## src/rtl/aes_vec_pkg.sv

```systemverilog
// aes_vec_pkg: shared constants and GF(2^8) helpers for the sequential AES
// vector unit.
//   - op one-hot codes {ark,ss,ssm}
//   - FSM state type and state constants
//   - xt2 / xtN / gf_mul / gf_inv field arithmetic (poly 0x11b)
//   - mixcolumn: forward or inverse MixColumns on one column
//   - shift_src: ShiftRows source byte index within a 16-byte lane
package aes_vec_pkg;

   localparam logic [2:0] OP_ARK = 3'b100;
   localparam logic [2:0] OP_SS  = 3'b010;
   localparam logic [2:0] OP_SSM = 3'b001;

   typedef logic [1:0] state_t;
   localparam state_t ST_IDLE = 2'd0;
   localparam state_t ST_SUB  = 2'd1;
   localparam state_t ST_DONE = 2'd2;

   function automatic logic [7:0] xt2(input logic [7:0] b);
      return {b[6:0], 1'b0} ^ (b[7] ? 8'h1b : 8'h00);
   endfunction

   // multiply by a small (4-bit) constant
   function automatic logic [7:0] xtN(input logic [7:0] b, input logic [3:0] n);
      logic [7:0] acc, p;
      acc = 8'h00;
      p   = b;
      for (int i = 0; i < 4; i++) begin
         if (n[i]) acc = acc ^ p;
         p = xt2(p);
      end
      return acc;
   endfunction

   function automatic logic [7:0] gf_mul(input logic [7:0] x, input logic [7:0] y);
      logic [7:0] acc, p;
      acc = 8'h00;
      p   = x;
      for (int i = 0; i < 8; i++) begin
         if (y[i]) acc = acc ^ p;
         p = xt2(p);
      end
      return acc;
   endfunction

   // x^254 == x^-1 (and 0 -> 0), via repeated squaring
   function automatic logic [7:0] gf_inv(input logic [7:0] x);
      logic [7:0] p, r;
      p = x;
      r = 8'h01;
      for (int i = 0; i < 7; i++) begin
         p = gf_mul(p, p);
         r = gf_mul(r, p);
      end
      return r;
   endfunction

   // returns {row3,row2,row1,row0}; row r = c0*b[r]^c1*b[r+1]^c2*b[r+2]^c3*b[r+3]
   function automatic logic [31:0] mixcolumn(input logic [7:0] b0, input logic [7:0] b1,
                                             input logic [7:0] b2, input logic [7:0] b3,
                                             input logic inv);
      logic [3:0][7:0] b;
      logic [3:0]      c0, c1, c2, c3;
      logic [31:0]     r;
      b  = {b3, b2, b1, b0};
      c0 = inv ? 4'he : 4'h2;
      c1 = inv ? 4'hb : 4'h3;
      c2 = inv ? 4'hd : 4'h1;
      c3 = inv ? 4'h9 : 4'h1;
      r  = '0;
      for (int i = 0; i < 4; i++)
         r[8*i +: 8] = xtN(b[2'(i)], c0) ^ xtN(b[2'(i + 1)], c1) ^
                       xtN(b[2'(i + 2)], c2) ^ xtN(b[2'(i + 3)], c3);
      return r;
   endfunction

   // p = 4*col + row; source column is col+row (fwd) or col-row (inv), mod 4
   function automatic logic [3:0] shift_src(input logic [3:0] p, input logic inv);
      logic [1:0] sc;
      sc = inv ? (p[3:2] - p[1:0]) : (p[3:2] + p[1:0]);
      return {sc, p[1:0]};
   endfunction

endpackage

```

## src/rtl/aes_sbox8.sv

```systemverilog
// aes_sbox8: one-byte AES S-box, computed as field inverse + affine map.
//   din  : input byte
//   inv  : 1 selects the inverse S-box (only when AES_INV_EN is defined)
//   dout : substituted byte
// Macro AES_INV_EN: builds the inverse path; otherwise inv is ignored and
// only the forward S-box exists.
module aes_sbox8 import aes_vec_pkg::*; (
   input  logic [7:0] din,
   input  logic       inv,
   output logic [7:0] dout
);

   logic [7:0] gi;
   logic [7:0] fwd;

`ifdef AES_INV_EN
   logic [7:0] ia;
   // inverse affine first, then a single shared field inverter serves both directions
   assign ia   = {din[6:0], din[7]} ^ {din[4:0], din[7:5]} ^ {din[1:0], din[7:2]} ^ 8'h05;
   assign gi   = gf_inv(inv ? ia : din);
   assign dout = inv ? gi : fwd;
`else
   logic unused_inv;
   assign unused_inv = inv;
   assign gi         = gf_inv(din);
   assign dout       = fwd;
`endif

   assign fwd = gi ^ {gi[6:0], gi[7]} ^ {gi[5:0], gi[7:6]} ^
                {gi[4:0], gi[7:5]} ^ {gi[3:0], gi[7:4]} ^ 8'h63;

endmodule

```

## src/rtl/aes_vec_seq.sv

```systemverilog
// aes_vec_seq: multi-cycle AES vector unit, VLEN/128 independent lanes,
// SBOX_PAR time-shared S-boxes.
//   clk, rst (sync, active-high)
//   in_valid/in_ready : request handshake (in_ready = idle)
//   op {ark,ss,ssm} one-hot, inv, a (ARK round-constant word), vb (source)
//   out_valid/out_ready : result handshake; vc result, err illegal-request flag
// Macro AES_INV_EN: enables inverse S-box/MixColumns; without it an SS/SSM
// request with inv=1 returns vc=0, err=1 at the normal SS latency.
module aes_vec_seq import aes_vec_pkg::*; #(
   parameter int VLEN     = 128,
   parameter int SBOX_PAR = 4
) (
   input  logic            clk,
   input  logic            rst,
   input  logic            in_valid,
   output logic            in_ready,
   input  logic [2:0]      op,
   input  logic            inv,
   input  logic [31:0]     a,
   input  logic [VLEN-1:0] vb,
   output logic            out_valid,
   input  logic            out_ready,
   output logic [VLEN-1:0] vc,
   output logic            err
);

   localparam int LANES = VLEN / 128;
   localparam int NB    = 16 * LANES;
   localparam int IW    = $clog2(NB);
   localparam int CW    = $clog2(NB + 1);
   // ARK substitutes 4 bytes per lane; round up so odd lane counts still finish
   localparam int ARK_LIM = ((4 * LANES + SBOX_PAR - 1) / SBOX_PAR) * SBOX_PAR;

   state_t                state_q;
   logic [2:0]            op_q;
   logic                  inv_q;
   logic [31:0]           a_q;
   logic [NB-1:0][7:0]    src_q;
   logic [NB-1:0][7:0]    st_q;
   logic [CW-1:0]         cnt_q;

   logic                  is_ark, is_ss, is_ssm, illegal, bad, sub_inv, mc_inv;
   logic [CW-1:0]         lim;
   logic [SBOX_PAR-1:0][7:0] sb_out;
   logic [NB-1:0][7:0]    res;

   assign in_ready  = (state_q == ST_IDLE);
   assign out_valid = (state_q == ST_DONE);

   always_comb begin
      is_ark  = (op_q == OP_ARK);
      is_ss   = (op_q == OP_SS);
      is_ssm  = (op_q == OP_SSM);
      illegal = !(is_ark || is_ss || is_ssm);
`ifdef AES_INV_EN
      bad     = illegal;
      mc_inv  = inv_q;
`else
      bad     = illegal || ((is_ss || is_ssm) && inv_q);
      mc_inv  = 1'b0;
`endif
      sub_inv = inv_q && !is_ark;
      // byte count to process before the result is latched
      lim     = illegal ? CW'(SBOX_PAR) : (is_ark ? CW'(ARK_LIM) : CW'(NB));
   end

   // slot k substitutes destination byte cnt+k; the source byte is picked
   // through the ShiftRows permutation (SS/SSM) or RotWord of w3 (ARK)
   for (genvar k = 0; k < SBOX_PAR; k++) begin : g_sbox
      logic [7:0]    din;
      logic [IW-1:0] si;
      int            j;
      always_comb begin
         j = int'(cnt_q) + k;
         if (is_ark)
            si = IW'((j / 4) * 16 + 12 + ((j + 1) % 4));
         else
            si = IW'((j / 16) * 16 + int'(shift_src(4'(j % 16), inv_q)));
         din = (j < (is_ark ? 4 * LANES : NB)) ? src_q[si] : 8'h00;
      end
      aes_sbox8 u_sbox (.din(din), .inv(sub_inv), .dout(sb_out[k]));
   end

   // final combine from the fully substituted state
   always_comb begin
      logic [31:0] t;
      logic [31:0] col;
      t   = '0;
      col = '0;
      res = '0;
      if (!bad) begin
         if (is_ark) begin
            for (int l = 0; l < LANES; l++) begin
               t = st_q[4*l +: 4] ^ a_q;
               for (int w = 0; w < 4; w++) begin
                  t = t ^ src_q[16*l + 4*w +: 4];
                  res[16*l + 4*w +: 4] = t;
               end
            end
         end else if (is_ss) begin
            res = st_q;
         end else begin
            for (int c = 0; c < 4 * LANES; c++) begin
               col = st_q[4*c +: 4];
               res[4*c +: 4] = mixcolumn(col[7:0], col[15:8], col[23:16], col[31:24], mc_inv);
            end
         end
      end
   end

   always_ff @(posedge clk) begin
      if (rst) begin
         state_q <= ST_IDLE;
         op_q    <= '0;
         inv_q   <= 1'b0;
         a_q     <= '0;
         src_q   <= '0;
         st_q    <= '0;
         cnt_q   <= '0;
         vc      <= '0;
         err     <= 1'b0;
      end else begin
         case (state_q)
            ST_IDLE: begin
               if (in_valid) begin
                  op_q    <= op;
                  inv_q   <= inv;
                  a_q     <= a;
                  src_q   <= vb;
                  cnt_q   <= '0;
                  state_q <= ST_SUB;
               end
            end
            ST_SUB: begin
               if (cnt_q == lim) begin
                  vc      <= res;
                  err     <= bad;
                  state_q <= ST_DONE;
               end else begin
                  for (int k = 0; k < SBOX_PAR; k++)
                     if (int'(cnt_q) + k < NB)
                        st_q[IW'(int'(cnt_q) + k)] <= sb_out[k];
                  cnt_q <= cnt_q + CW'(SBOX_PAR);
               end
            end
            ST_DONE: begin
               if (out_ready) state_q <= ST_IDLE;
            end
            default: state_q <= ST_IDLE;
         endcase
      end
   end

endmodule

```

## config.mk

```make
export PLATFORM = sky130hd
export DESIGN_NAME = aes_vec_seq
export DESIGN_NICKNAME = d
export VERILOG_FILES = /design/src/rtl/aes_vec_pkg.sv /design/src/rtl/aes_sbox8.sv /design/src/rtl/aes_vec_seq.sv
export SDC_FILE = /design/constraint.sdc
export NUM_CORES = 2
export LEC_CHECK = 0
export BUFFER_PORTS_ARGS = -buffer_cell sky130_fd_sc_hd__buf_2
export CAP_MARGIN = 20
export CORE_AREA = 8 8 527 270
export DETAILED_ROUTE_END_ITERATION = 7
export DIE_AREA = 0 0 535 278
export GPL_TIMING_DRIVEN = 0
export MAX_ROUTING_LAYER = met4
export PLACE_DENSITY = 0.77
export RECOVER_POWER = 50
export SLEW_MARGIN = 15
export SYNTH_ARGS = -nofsm -noshare
export SYNTH_HDL_FRONTEND = slang
export SYNTH_SLANG_ARGS = --single-unit
```

## constraint.sdc

```tcl
create_clock -name clk -period 25.4 [get_ports clk]
set_input_delay 3.81 -clock clk [delete_from_list [all_inputs] [get_ports clk]]
set_output_delay 3.81 -clock clk [all_outputs]
set_load 0.02 [all_outputs]
```

# Word level (Yosys, flattened, before mapping)
# Index checks and enable logic that the tools add are counted.
[totals] latch_bits=0 output_inout_bits=131 memories=0 register_bits=428 input_bits=168 romBits=0 ramBits=0 word_cells=1773
[classes] n_addsub=27 reduce_logical=21 n_mux=870 shifts=0 bitwise_logic=786 mul=0 magnitude_cmp=20 div=0 eq_ne=10
[op_table] op="$xor A8 B8 Y8" count=744
[op_table] op="$mux W8" count=432
[op_table] op="$mux W128" count=16
[op_table] op="$mux W5" count=373
[op_table] op="$bwmux W128" count=4
[op_table] op="$xor A32 B32 Y32" count=5
[op_table] op="$bmux W8 S4" count=4
[op_table] op="$demux W8 S4" count=4
[op_table] op="$add A32 B2 Y32 const B" count=3
[op_table] op="$lt A32 B6 Y1 const B" count=3
[op_table] op="$lt A32 B32 Y1" count=2
[op_table] op="$lt A32 B6 Y1" count=1
[op_table] op="$mux W4" count=8
[op_table] op="$mux W7" count=4
[op_table] op="$not A1 Y1 const A" count=28
[op_table] op="$lt A4 B6 Y1 const B" count=4
[op_table] op="$mux W6" count=4
[op_table] op="$mux W2" count=11
[op_table] op="$lt A4 B5 Y1 const B" count=4
[op_table] op="$add A1 B3 Y4 const AB" count=4
[op_table] op="$add A1 B4 Y4 const A" count=4
[op_table] op="$add A4 B3 Y4" count=4
[op_table] op="$ge A4 B1 Y1 const B" count=4
[op_table] op="$not A4 Y4" count=4
[op_table] op="other kinds (30)" count=60

# Logic depth before layout (Yosys ltp)
[depth] depth_word=157 ltp_mapped=82 mapped_depth_nobuf=63

# Modules after synthesis
# From an unflattened synthesis, not the netlist that was laid out.
[hier_totals] cells_unflattened=10061 area_unflattened_um2=79755.2
[modules_own_cells] mod="aes_sbox8 at g_sbox[2].u_sbox ..." cells_per_inst=1942 seq_area_each_um2=0.0 area_per_inst_um2=15220.8 n_inst=2
[modules_own_cells] mod="aes_vec_seq" cells_per_inst=2247 seq_area_each_um2=8528.2 area_per_inst_um2=19205.9 n_inst=1
[modules_own_cells] mod="aes_sbox8 at g_sbox[0].u_sbox" cells_per_inst=2049 seq_area_each_um2=0.0 area_per_inst_um2=15444.8 n_inst=1
[modules_own_cells] mod="aes_sbox8 at g_sbox[1].u_sbox" cells_per_inst=1881 seq_area_each_um2=0.0 area_per_inst_um2=14662.8 n_inst=1

# Worst setup path after synthesis
# OpenSTA, ideal clock, no wires.
[synth_timing] kind="flip-flop to flip-flop" startpoint="register op_q[1]" endpoint="register st_q[36] (netlist bit)" path_stages_with_launch=79 path_slack_ns=6.589 arrival_ns=18.746 required_time_ns=25.335 period_less_slack_ns=18.811 setup_time_ns=0.065 path_buffers=17 path_cell_list="dfxtp_1 -> buf_2 -> or3b_4 -> buf_6 -> inv_2 -> buf_2 -> buf_2 -> buf_2 -> buf_2 -> buf_1 -> clkbuf_1 -> ha_1 -> clkbuf_1 -> nor2_1 -> nand3_1 -> nand2_1 -> ha_1 -> clkbuf_1 -> [... 43 more ...] -> o221ai_1 -> a21oi_1 -> xnor2_1 -> nor3_1 -> o31ai_1 -> a21oi_1 -> xnor2_4 -> xnor2_2 -> xor2_1 -> xnor2_1 -> nand2_1 -> xnor3_1 -> xnor2_1 -> xnor3_1 -> xnor2_2 -> xnor2_1 -> mux2i_1 -> nor2_1"
[synth_via] elab_chain_len=150 word_cells_on_any_way=1604
[synth_lines] element="from (decl)" line="aes_vec_seq.sv:35" text="logic [2:0] op_q;"
[synth_lines] element="from (signal assigned)" line="aes_vec_seq.sv:126" text="op_q <= op;"
[synth_lines] element="$eq A3 B3 Y1" line="aes_vec_seq.sv:51" text="is_ark = (op_q == OP_ARK);"
[synth_lines] element="$mux W4" line="aes_vec_seq.sv:75" text="if (is_ark)"
[synth_lines] element="$bmux W8 S4" line="aes_vec_seq.sv:79" text="din = (j < (is_ark ? 4 * LANES : NB)) ? src_q[si] : 8'h00;"
[synth_lines] element="$mux W8 (implied by the code)" line="aes_vec_seq.sv:79"
[synth_lines] element="$mux W8" line="aes_vec_seq.sv:79"
[synth_lines] element="$mux W5, or another cell as far along" line="aes_vec_pkg.sv:20" text="return {b[6:0], 1'b0} ^ (b[7] ? 8'h1b : 8'h00);"
[synth_lines] element="$xor A8 B8 Y8, on equally long branches" line="aes_vec_pkg.sv:20, aes_vec_pkg.sv:40"
[synth_lines] element="$xor A8 B8 Y8 or $mux W8 (tied branches)" line="aes_vec_pkg.sv:40" text="if (y[i]) acc = acc ^ p;"
[synth_lines] element="[... 134 more ...]"
[synth_lines] element="$mux W128" line="aes_vec_seq.sv:112" text="if (rst) begin"
[synth_lines] element="$bwmux W128" line="aes_vec_seq.sv:142" text="st_q[IW'(int'(cnt_q) + k)] <= sb_out[k];"
[synth_lines] element="$mux W128" line="aes_vec_seq.sv:141" text="if (int'(cnt_q) + k < NB)"
[synth_lines] element="$mux W128" line="aes_vec_seq.sv:135" text="if (cnt_q == lim) begin"
[synth_lines] element="$mux W128" line="aes_vec_seq.sv:123" text="case (state_q)"
[synth_lines] element="$mux W128" line="aes_vec_seq.sv:112"
[synth_lines] element="$bwmux W128" line="aes_vec_seq.sv:142"
[synth_lines] element="$mux W128" line="aes_vec_seq.sv:141"
[synth_lines] element="to (signal, indexed assignment)" line="aes_vec_seq.sv:142"
[synth_lines] element="to (decl)" line="aes_vec_seq.sv:39" text="logic [NB-1:0][7:0] st_q;"
# Parallel ways exist; a longest one is shown, timed or not. The select of a mux whose other input is x is not followed.
# A chain may end at the register's enable or synchronous reset.

# Final worst setup path
[layout_timing] startpoint="register op_q[2]" endpoint="register st_q[65] (netlist bit)"
[layout_via] elab_chain_len=151 word_cells_on_any_way=1608
[layout_lines] element="$eq A3 B3 Y1" line="aes_vec_seq.sv:51"
[layout_lines] element="$mux W4" line="aes_vec_seq.sv:75"
[layout_lines] element="$bmux W8 S4" line="aes_vec_seq.sv:79"
[layout_lines] element="$mux W8 (implied by the code)" line="aes_vec_seq.sv:79"
[layout_lines] element="$mux W8" line="aes_vec_seq.sv:79"
[layout_lines] element="$mux W5, or another cell as far along" line="aes_vec_pkg.sv:20"
[layout_lines] element="$xor A8 B8 Y8, on equally long branches" line="aes_vec_pkg.sv:20, aes_vec_pkg.sv:40"
[layout_lines] element="$xor A8 B8 Y8 or $mux W8 (tied branches)" line="aes_vec_pkg.sv:40"
[layout_lines] element="[... 135 more ...]"
[layout_lines] element="$mux W128" line="aes_vec_seq.sv:112"
[layout_lines] element="$bwmux W128" line="aes_vec_seq.sv:142"
[layout_lines] element="$mux W128" line="aes_vec_seq.sv:141"
[layout_lines] element="$mux W128" line="aes_vec_seq.sv:135"
[layout_lines] element="$mux W128" line="aes_vec_seq.sv:123"
[layout_lines] element="$mux W128" line="aes_vec_seq.sv:112"
[layout_lines] element="$bwmux W128" line="aes_vec_seq.sv:142"
[layout_lines] element="$mux W128" line="aes_vec_seq.sv:141"
# Parallel ways exist; a longest one is shown, timed or not. The select of a mux whose other input is x is not followed.

==> out/results.tsv <==
metric	value	unit
outcome	complete, but fails checks	
failed_checks	capacitance limit, slew limit	
placement_rows	96	
final.setup_skew	31.33	ps
clock_tree.buffer_depth	3	
synth_warnings	0	
pin_count	299	
grt.total_usage	40.03	%
synth_area_per_cell	7.558	um2
reg2reg_setup_slack	560	ps
slew-limit-headroom	-10.80	%
critical_path_class	register to register	
maxCapViolations	2	
buffer_ports.inserted	297	
postSynthCellCount	9729	
synth_top_area_share	18.58	%
synthDistinctLibCells	126	
layout-drive-gt1-share	7.573	%
clock-root-buffer	sky130_fd_sc_hd__clkbuf_16	
worst_setup_path_endpoint	st_q[65]$_SDFFE_PP0P_	
postLayoutCoreUtil	58.23	%
remaining_drc_errors	0	
cp-startpoint	op_q[2]$_SDFFE_PP0P_	
drtPass1Iterations	7	
regToRegStartpoint	op_q[2]$_SDFFE_PP0P_	
ys_seq_elements	426	
grt_pass1_wl	451700	um
final.setup.tns	0	ps
critical_path_arrival	25340	ps
avgViaCountPerCell	6.524	
number_of_hold_buffers_added_after_cts	0	
core	135400	um2
fraction_of_the_cycle_the_final_worst_path_needs	97.79	%
floorplan.die_area	148700	um2
initial_utilization	54.32	%
die-height	278	um
cts-htree-levels	2	
worst_path_dominant_cell_family	XOR/XNOR gates	
cp_num_buf_inv	16	
syn-num-nets	9934	
dr_total_vias	77895	
antenna_violating_nets_remaining	0	
place_hpwl	251600	um
synthFlopType	sky130_fd_sc_hd__dfxtp_1	
cp.depth	72	
critical_path_endpoint_category	register	
achievable-frequency	0.04026	GHz
wirelength_routed	309300	um
regToRegEndpoint	st_q[65]$_SDFFE_PP0P_	
worstPathRequired	25910	ps
crit_path_top_delay_cell	sky130_fd_sc_hd__o311ai_1	
synth_largest_area_cell	sky130_fd_sc_hd__xnor2_1	
initial_antenna_violation_count	11	
flow.area_growth_from_synthesis	7.208	%
critical_path.max_fanout	28	
synth.area.top_cells	sky130_fd_sc_hd__xnor2_1 19%, sky130_fd_sc_hd__dfxtp_1 12%, sky130_fd_sc_hd__xnor3_1 9.8%	
numCtsBuffers	42	
drt-initial-drc-count	13754	
detail_route.wl_per_cell	25.91	um
critical-path-top-cell-by-count	sky130_fd_sc_hd__xnor2_1	
grt_max_degree	16	
insertion_delay	590	ps
clk_pin_slew	60	ps
grt_pass1_vias	69490	
hp-class	register to register	
final_nets	10291	
hold_path_startpoint	vc[124]$_SDFFE_PP0P_	
yosysSeqAreaShare	11.60	%
rsz0062_at_grt	no	
routability_cong	1.130	
post_cts_setup_buffer_count	0	
timing.critical_path.from_type	register	
min_period	24840	ps
tritoncts	yes	
die_extent_in_x	535	um
largest_incremental_delay_on_the_critical_path	700	ps
tightestPinTransition	1645	ps
clock_sinks	426	
final_count_of_hold_timing_violations	0	
overflow	0	
synth_enable_flop_cells	0	
asyncSetResetFlopFracSynth	0	%
ff2ff_path_depth	72	
slew_viol_final	15	
synth.cell_area	73530	um2
setup_viol	0	
## sequential cells by signal, indices dropped and copies added (netlist names), 2 cells and up
name and count:
a_q 32, st_q 128, vc 128, cnt_q 3, op_q 3, state_q 2, src_q 128
## synth_stat cells (52+ instances only)
library cell,count
sky130_fd_sc_hd__xnor2_1,1560
sky130_fd_sc_hd__nor2_1,1395
sky130_fd_sc_hd__nand2_1,1313
sky130_fd_sc_hd__a21oi_1,679
sky130_fd_sc_hd__xor2_1,489
sky130_fd_sc_hd__clkbuf_1,456
sky130_fd_sc_hd__dfxtp_1,426
sky130_fd_sc_hd__o21ai_0,392
sky130_fd_sc_hd__xnor3_1,319
sky130_fd_sc_hd__mux2i_1,241
sky130_fd_sc_hd__nor3_1,240
sky130_fd_sc_hd__nand3_1,173
sky130_fd_sc_hd__a211oi_1,117
sky130_fd_sc_hd__buf_2,112
sky130_fd_sc_hd__o211ai_1,103
sky130_fd_sc_hd__o22ai_1,98
sky130_fd_sc_hd__inv_1,87
sky130_fd_sc_hd__xnor2_2,83
sky130_fd_sc_hd__and2_1,69
sky130_fd_sc_hd__a22oi_1,65
sky130_fd_sc_hd__and3_1,61
sky130_fd_sc_hd__nand2b_1,59
sky130_fd_sc_hd__a31oi_1,58
sky130_fd_sc_hd__nor2b_1,55
sky130_fd_sc_hd__xor3_1,52
## cell families after synthesis
| logic type | count (synthesis) | synth area share, % |
|---|---|---|
| AO/OA/AOI/OAI | 2026 | 17.79 |
| multiplexers | 328 | 5.037 |
| flip-flops | 426 | 11.60 |
| buffers and inverters | 758 | 4.281 |
| AND/OR/NAND/NOR | 3576 | 20.72 |
| adder cells (fa/ha/maj) | 39 | 0.6568 |
| XOR/XNOR | 2576 | 39.91 |
## through the flow
stage	hold WS [ps]	std cells	area [um2]	setup slack, ps
finish	458.4	11939	78830	562.5
global placement	444.6	11839	77280	-455.4
global route	482.0	11938	78830	9.951
detailed placement	446.6	11846	77350	-412.3
CTS	455.5	11919	78760	113.6
floorplan	448.1	9729	73530	6589
## worst reg2reg max path: cells and delay by family, from the launching register on
| family | cells | cell delay, ps |
|---|---|---|
| buffers and inverters | 16 | 5470 |
| and+or+nand+nor | 15 | 3530 |
| DFF | 1 | 470 |
| xor gates and xnor gates | 24 | 10260 |
| adders and majority gates | 4 | 1510 |
| AOI/OAI and AO/OA | 9 | 2600 |
| muxes | 4 | 960 |
## worst min path at each step
stage	end	slack [ps]	cells after the start
after floorplan	a_q[0]$_SDFFE_PP0P_	450	2
after global placement	vc[110]$_SDFFE_PP0P_	440	2
after detailed placement	vc[124]$_SDFFE_PP0P_	450	2
after CTS	vc[124]$_SDFFE_PP0P_	460	2
after global routing	vc[104]$_SDFFE_PP0P_	480	2
final	vc[124]$_SDFFE_PP0P_	460	2
## what timing repair did
action | in CTS | in global routing
setup endpoints to repair | 32 | 48
resized for setup | 5 | 15
gates cloned | 0 | 0
## cells in the final DEF, fill, tap and decap left out, types with 29 or more instances in the layout
cell and n:
sky130_fd_sc_hd__nand2b_1 59, sky130_fd_sc_hd__a21oi_1 679, sky130_fd_sc_hd__a22oi_1 65, sky130_fd_sc_hd__a31oi_1 58, sky130_fd_sc_hd__o221ai_1 31, sky130_fd_sc_hd__inv_1 87, sky130_fd_sc_hd__o21a_1 37, sky130_fd_sc_hd__o21ai_0 393
sky130_fd_sc_hd__xnor3_1 319, sky130_fd_sc_hd__o31ai_1 29, sky130_fd_sc_hd__nor2b_1 55, sky130_fd_sc_hd__nor3_1 239, sky130_fd_sc_hd__a211oi_1 117, sky130_fd_sc_hd__o211ai_1 103, sky130_fd_sc_hd__o211a_1 43, sky130_fd_sc_hd__clkbuf_1 589
sky130_fd_sc_hd__xnor2_1 1542, sky130_fd_sc_hd__xor3_1 52, sky130_fd_sc_hd__and2_1 68, sky130_fd_sc_hd__mux2i_1 241, sky130_fd_sc_hd__nand3_1 173, sky130_fd_sc_hd__a32oi_1 29, sky130_fd_sc_hd__and3_1 61, sky130_fd_sc_hd__a2bb2oi_1 37
sky130_fd_sc_hd__buf_2 290, sky130_fd_sc_hd__buf_1 43, sky130_fd_sc_hd__xor2_1 484, sky130_fd_sc_hd__clkbuf_16 42, sky130_fd_sc_hd__xnor2_2 101, sky130_fd_sc_hd__nand2_1 1313, sky130_fd_sc_hd__o22ai_1 98, sky130_fd_sc_hd__nor4_1 33
sky130_fd_sc_hd__ha_1 37, sky130_fd_sc_hd__nor2_1 1395, sky130_fd_sc_hd__mux2_2 50, sky130_fd_sc_hd__or3_1 50, sky130_fd_sc_hd__dfxtp_1 426
## metal layers
| metal | global-route usage, % | share of wire (%) | vias to the layer above |
|---|---|---|---|
| met3 | 16.20 | 18 | 494 |
| met1 | 60.93 | 44 | 37239 |
| li1 | - | - | 34130 |
| met4 | 8.804 | 2.9 | 0 |
| met2 | 47.23 | 35 | 6032 |
| met5 | - | 0 | - |
## layout make-up
cell class	instances	area [um2]
Multi-Input combinational cell	8545	62050
Fill cell	12770	56540
Sequential cell	426	8528
Buffer	645	2705
Tap cell	1813	2268
Timing Repair Buffer	315	1463
Clock buffer	55	1150
Inverter	111	416.7
Clock inverter	18	222.7
Antenna cell	11	27.53
Power is left out: the tool's default activity adds up to more than one toggle a clock period on the data nets, which glitch-free logic cannot reach.
